## src/rtl/ita_weight_arbiter.sv

```systemverilog
// ita_weight_arbiter: round-robin arbiter that shares the single weight-buffer
// fill port among N_REQ weight streamers. A grant is held for a full burst of
// BURST_LEN beats so one buffer half is never filled from two sources.
module ita_weight_arbiter #(
   parameter int N_REQ     = 4,
   parameter int DATA_W    = 128,
   parameter int BURST_LEN = 8
) (
   input  logic                             clk_i,
   input  logic                             rst_i,
   input  logic                             flush_i,
   input  logic [N_REQ-1:0]                 req_valid_i,
   output logic [N_REQ-1:0]                 req_ready_o,
   input  logic [N_REQ-1:0][DATA_W-1:0]     req_data_i,
   output logic                             inp_weight_valid_o,
   input  logic                             inp_weight_ready_i,
   output logic [DATA_W-1:0]                inp_weight_o,
   output logic                             grant_valid_o,
   output logic [$clog2(N_REQ)-1:0]         grant_id_o,
   output logic                             burst_done_o,
   output logic [$clog2(N_REQ)-1:0]         burst_id_o
);

   localparam int ID_W  = $clog2(N_REQ);
   localparam int CNT_W = $clog2(BURST_LEN + 1);

   typedef enum logic {IDLE, LOCKED} state_e;

   state_e             state_q, state_d;
   logic [ID_W-1:0]    rr_ptr_q, rr_ptr_d;
   logic [ID_W-1:0]    grant_q, grant_d;
   logic [CNT_W-1:0]   beat_cnt_q, beat_cnt_d;
   logic               burst_done_q, burst_done_d;
   logic [ID_W-1:0]    burst_id_q, burst_id_d;

   logic               win_found;
   logic [ID_W-1:0]    win_id;
   logic               handshake;
   logic               last_beat;

   // Round-robin search: first valid requester starting at rr_ptr_q, wrapping mod N_REQ.
   always_comb begin
      logic [ID_W-1:0] idx;
      win_found = 1'b0;
      win_id    = '0;
      // Scan from the farthest offset down so the nearest valid requester wins last.
      for (int k = N_REQ - 1; k >= 0; k--) begin
         idx = ID_W'((int'(rr_ptr_q) + k) % N_REQ);
         if (req_valid_i[idx]) begin
            win_found = 1'b1;
            win_id    = idx;
         end
      end
   end

   // Output decode: the locked requester is passed straight through to the buffer.
   always_comb begin
      // NOTE: every output gets a default first so no path through the block leaves a latch.
      req_ready_o        = '0;
      inp_weight_valid_o = 1'b0;
      inp_weight_o       = '0;
      grant_valid_o      = 1'b0;
      grant_id_o         = '0;
      if (state_q == LOCKED) begin
         grant_valid_o         = 1'b1;
         grant_id_o            = grant_q;
         inp_weight_valid_o    = req_valid_i[grant_q];
         inp_weight_o          = req_data_i[grant_q];
         req_ready_o[grant_q]  = inp_weight_ready_i;
      end
   end

   assign handshake    = inp_weight_valid_o & inp_weight_ready_i;
   assign last_beat    = (beat_cnt_q == CNT_W'(BURST_LEN - 1));
   assign burst_done_o = burst_done_q;
   assign burst_id_o   = burst_id_q;

   // Next-state logic: arbitrate in IDLE, count beats while LOCKED, flush overrides all.
   always_comb begin
      state_d      = state_q;
      rr_ptr_d     = rr_ptr_q;
      grant_d      = grant_q;
      beat_cnt_d   = beat_cnt_q;
      burst_done_d = 1'b0;
      burst_id_d   = burst_id_q;
      unique case (state_q)
         IDLE: begin
            if (win_found) begin
               grant_d    = win_id;
               beat_cnt_d = '0;
               state_d    = LOCKED;
            end
         end
         LOCKED: begin
            if (handshake) begin
               if (last_beat) begin
                  beat_cnt_d   = '0;
                  rr_ptr_d     = (grant_q == ID_W'(N_REQ - 1)) ? '0 : grant_q + 1'b1;
                  state_d      = IDLE;
                  burst_done_d = 1'b1;
                  burst_id_d   = grant_q;
               end else begin
                  beat_cnt_d = beat_cnt_q + 1'b1;
               end
            end
         end
         default: state_d = IDLE;
      endcase
      // An aborted burst is dropped silently and the pointer keeps its place.
      if (flush_i) begin
         state_d      = IDLE;
         grant_d      = grant_q;
         beat_cnt_d   = '0;
         rr_ptr_d     = rr_ptr_q;
         burst_done_d = 1'b0;
         burst_id_d   = burst_id_q;
      end
   end

   // State registers with asynchronous reset.
   always_ff @(posedge clk_i or posedge rst_i) begin
      if (rst_i) begin
         state_q      <= IDLE;
         rr_ptr_q     <= '0;
         grant_q      <= '0;
         beat_cnt_q   <= '0;
         burst_done_q <= 1'b0;
         burst_id_q   <= '0;
      end else begin
         // NOTE: non-blocking assignments so every register samples pre-edge values.
         state_q      <= state_d;
         rr_ptr_q     <= rr_ptr_d;
         grant_q      <= grant_d;
         beat_cnt_q   <= beat_cnt_d;
         burst_done_q <= burst_done_d;
         burst_id_q   <= burst_id_d;
      end
   end

endmodule

```

## config.mk

```make
export PLATFORM = sky130hd
export DESIGN_NAME = ita_weight_arbiter
export DESIGN_NICKNAME = d
export VERILOG_FILES = /design/src/rtl/ita_weight_arbiter.sv
export SDC_FILE = /design/constraint.sdc
export NUM_CORES = 1
export LEC_CHECK = 0
export ABC_CLOCK_PERIOD_IN_PS = 3350
export CORE_AREA = 2 2 258 260
export DETAILED_ROUTE_END_ITERATION = 12
export DIE_AREA = 0 0 260 262
export PLACE_DENSITY = 0.35
export REMOVE_ABC_BUFFERS = 1
export SYNTH_ARGS = -nofsm -noshare
export SYNTH_HDL_FRONTEND = slang
export SYNTH_SLANG_ARGS = --single-unit
```

## constraint.sdc

```tcl
create_clock -name clk_i -period 3.35 [get_ports clk_i]
set_input_delay 1.005 -clock clk_i [delete_from_list [all_inputs] [get_ports clk_i]]
set_output_delay 1.005 -clock clk_i [all_outputs]
set_load 0.1 [all_outputs]
```

==> metrics.cfg <==
[status]
status=completed

[route]
routed-via-count=6382
postRouteAntennaNets=0
drc=0
dr_wl_met3_um=3480
wl_per_cell_um=20.8
drt_iter0_markers=274
routed.top_layer=met5
vias_per_cell=3.37
wl_met1_um=15400
wl_um=39400
drtPass1Iterations=6
wl_met2_um=20300

[cells_and_area]
layout_common_cells=489 x clkdlybuf4s50_1, 145 x buf_12, 129 x mux4_2
final_area_mm2=0.0140
final_common_cell=clkdlybuf4s50_1
syn2layout_area_growth_pct=199
fillers=7016
drive_above_1_share_pct=31.5
nets=1551

[job]
maxCapViolCount=0

[critical_path]
crit_chain=clkdlybuf4s50_1 -> mux4_2 -> and2_1 -> buf_12
crit_fanout=1
crit_arrival_ns=2.34
startpoint_type=input pin
path_depth=4
slowest_stage=mux4_2
criticalPathCategory=input pin to primary output
cp.required_ns=2.34
crit_path_end_kind=primary output
rrSetupSlack_ns=0.92
crit_buf_inv=2
rr_worst_depth=5
reg2reg_from=state_q$_DFF_PP0_
critPathTopFamily=buffers and inverters
startpoint=req_data_i[471]
critPathMaxStageDelay_ns=0.49

[place]
io_buffers=658
dp.final_hpwl_um=34300
placed_area_mm2=0.0138
place_congestion=0.916

[global_route]
track_usage_pct=10.7
grt_remaining_overflow=0
grt_max_degree=59
grt_pass1_vias=6986
grt_pass1_wl_um=53100
antenna_found_initial=12

[power_and_ir_drop]
internal_power_mw=2.24
p_comb_share_pct=90.5
clockPowerShare_pct=5.4
cellLeakagePower_nw=5.08
p_switching_mw=2.25
p_per_area_mw_per_mm2=321
swShare_pct=50.1
vdd_drop_max_uv=122
pwr-share-seq_pct=4.1

[synth]
synth-seq-cells=12
syn_area_per_cell_um2=12.3
ys_warn_count=0
synth_area_mm2=0.00468
synthDistinctLibCells=32
synthCells=381
ys_seq_area_share_pct=6.41

[floorplan]
die_y_um=262
initial_core_util_pct=7.17
dieArea_mm2=0.0681
ios=659
fp.dieW_um=260
core_area_mm2=0.0653
rows=94

[timing]
slew_headroom_pct=54.2
fmax_ghz=0.299
hold_viol_final=0
tns_ns=0
slew_violations=0
setup-violations-final=0
fin_skew_ns=0.000850
rsz0062_at_grt=false
worst_pin_slew_ns=0.687
holdWs_ns=0.508
final.period_utilization_pct=100
fin_crit_ns=3.35

[hold_path]
worstHoldPathType=flop to flop
hp-start=beat_cnt_q[3]$_DFFE_PP0P_
hold_path_depth=1

[clock_network]
clock-root-buffer=clkbuf_16
cts.clk_slew.worst_paths_ns=0.04
clockBufferDepth=2
cts_tree=done
clk_latency_ns=0.24
cts_sinks=12
cts_buffers=3
htreeDepth=1

## cell usage after synthesis, drive strengths merged
master	n	area, um^2
o221ai	2	17.5
mux2	6	82.6
and3	5	31.3
a21oi	4	20.0
clkbuf	25	93.8
o22a	1	8.76
ha	5	62.6
inv	9	33.8
nand2	3	11.3
nor2b	3	18.8
or3	1	6.26
a221o	1	10.0
nor4b	1	8.76
mux2i	3	30.0
o21ai	1	5.00
mux4	129	2910
nor2	6	22.5
nor3b	1	12.5
a21o	2	15.0
a211oi	1	7.51
a31o	1	8.76
nor3	1	5.00
a211o	1	8.76
nand3b	2	15.0
nand3	2	10.0
buf	21	103
dfrtp	12	300
or3b	1	8.76
and2	131	820
## repair_timing
item / 4_1_cts / 5_1_grt
resized for setup: 28 / 16
setup buffers: 0 / 1
pin swaps: 1 / 0
hold buffers: 0 / 0
endpoints found under the setup margin: 13 / 10
## power groups by stage
| stage | clock network (mW) | logic (mW) | registers, mW |
|---|---|---|---|
| 3_5_place_dp | 0 | 4.12 | 0.192 |
| 5_1_grt | 0.259 | 4.23 | 0.191 |
| 6_report | 0.241 | 4.07 | 0.185 |
| 3_3_place_gp | 0 | 4.13 | 0.192 |
| 2_1_floorplan | 0 | 2.24 | 0.346 |
| 4_1_cts | 0.248 | 4.13 | 0.190 |
## kinds of logic (layout without fill, tap and decap cells)
logic type / Yosys count / after routing / share of synthesized area (%)
buf+inv: 55 / 699 / 4.92
mux: 138 / 138 / 64.5
other cells: 0 / 2 / 0
simple gates: 157 / 157 / 20.7
compound gates: 14 / 14 / 2.16
flops: 12 / 12 / 6.41
fa+ha+maj: 5 / 5 / 1.34
## stage by stage
stage / total power [mW] / utilization [%] / setup WS (ns) / std cells
2_1_floorplan: 2.58 / - / -4.27 / 335
3_3_place_gp: 4.32 / 21.2 / -0.118 / 1885
3_5_place_dp: 4.31 / 21.2 / -0.129 / 1885
4_1_cts: 4.57 / 21.3 / 0.000144 / 1888
5_1_grt: 4.68 / 21.4 / 0.000540 / 1889
6_report: 4.49 / 21.4 / 0.00124 / 1891
## path summary, 6_finish.rpt
path / end
setup / recovery: inp_weight_o[87]
hold / removal: beat_cnt_q[3]$_DFFE_PP0P_
setup reg to reg: burst_id_o[0]$_DFFE_PP0P_
hold reg to reg: beat_cnt_q[3]$_DFFE_PP0P_
max in group asynchronous: grant_q[0]$_DFFE_PP0P_
min in group asynchronous: burst_done_o$_DFF_PP0_
## worst reg2reg max path, cell delays in order (launching register included)
cell     delay [ns]
dfrtp_4        0.85
buf_4          0.28
nand3_1        0.08
o22a_1         0.24
or3_1          0.51
mux2_4         0.35
## state kept, by name, indices dropped and copies added, names as in the netlist
register	count
burst_done_o	1
beat_cnt_q	4
burst_id_o	2
state_q	1
grant_q	2
rr_ptr_q	2
## final cells by class
type	instances	area, um^2	area share [%]
sequential	12	312	2.23
tap	864	1080	7.73
antenna	2	5.00	0.0358
inverter	9	33.8	0.242
multi-input combinational	314	4180	29.9
clock buffer	4	88.8	0.635
timing repair buffer	686	8280	59.2
## routing by layer
layer | track usage (%) | vias to the layer above
met5 | 0 | -
met4 | 0.447 | 10
met3 | 2.85 | 16
met2 | 20.0 | 366
met1 | 12.9 | 3170
li1 | - | 2820
(Power assumes the default switching activity.)
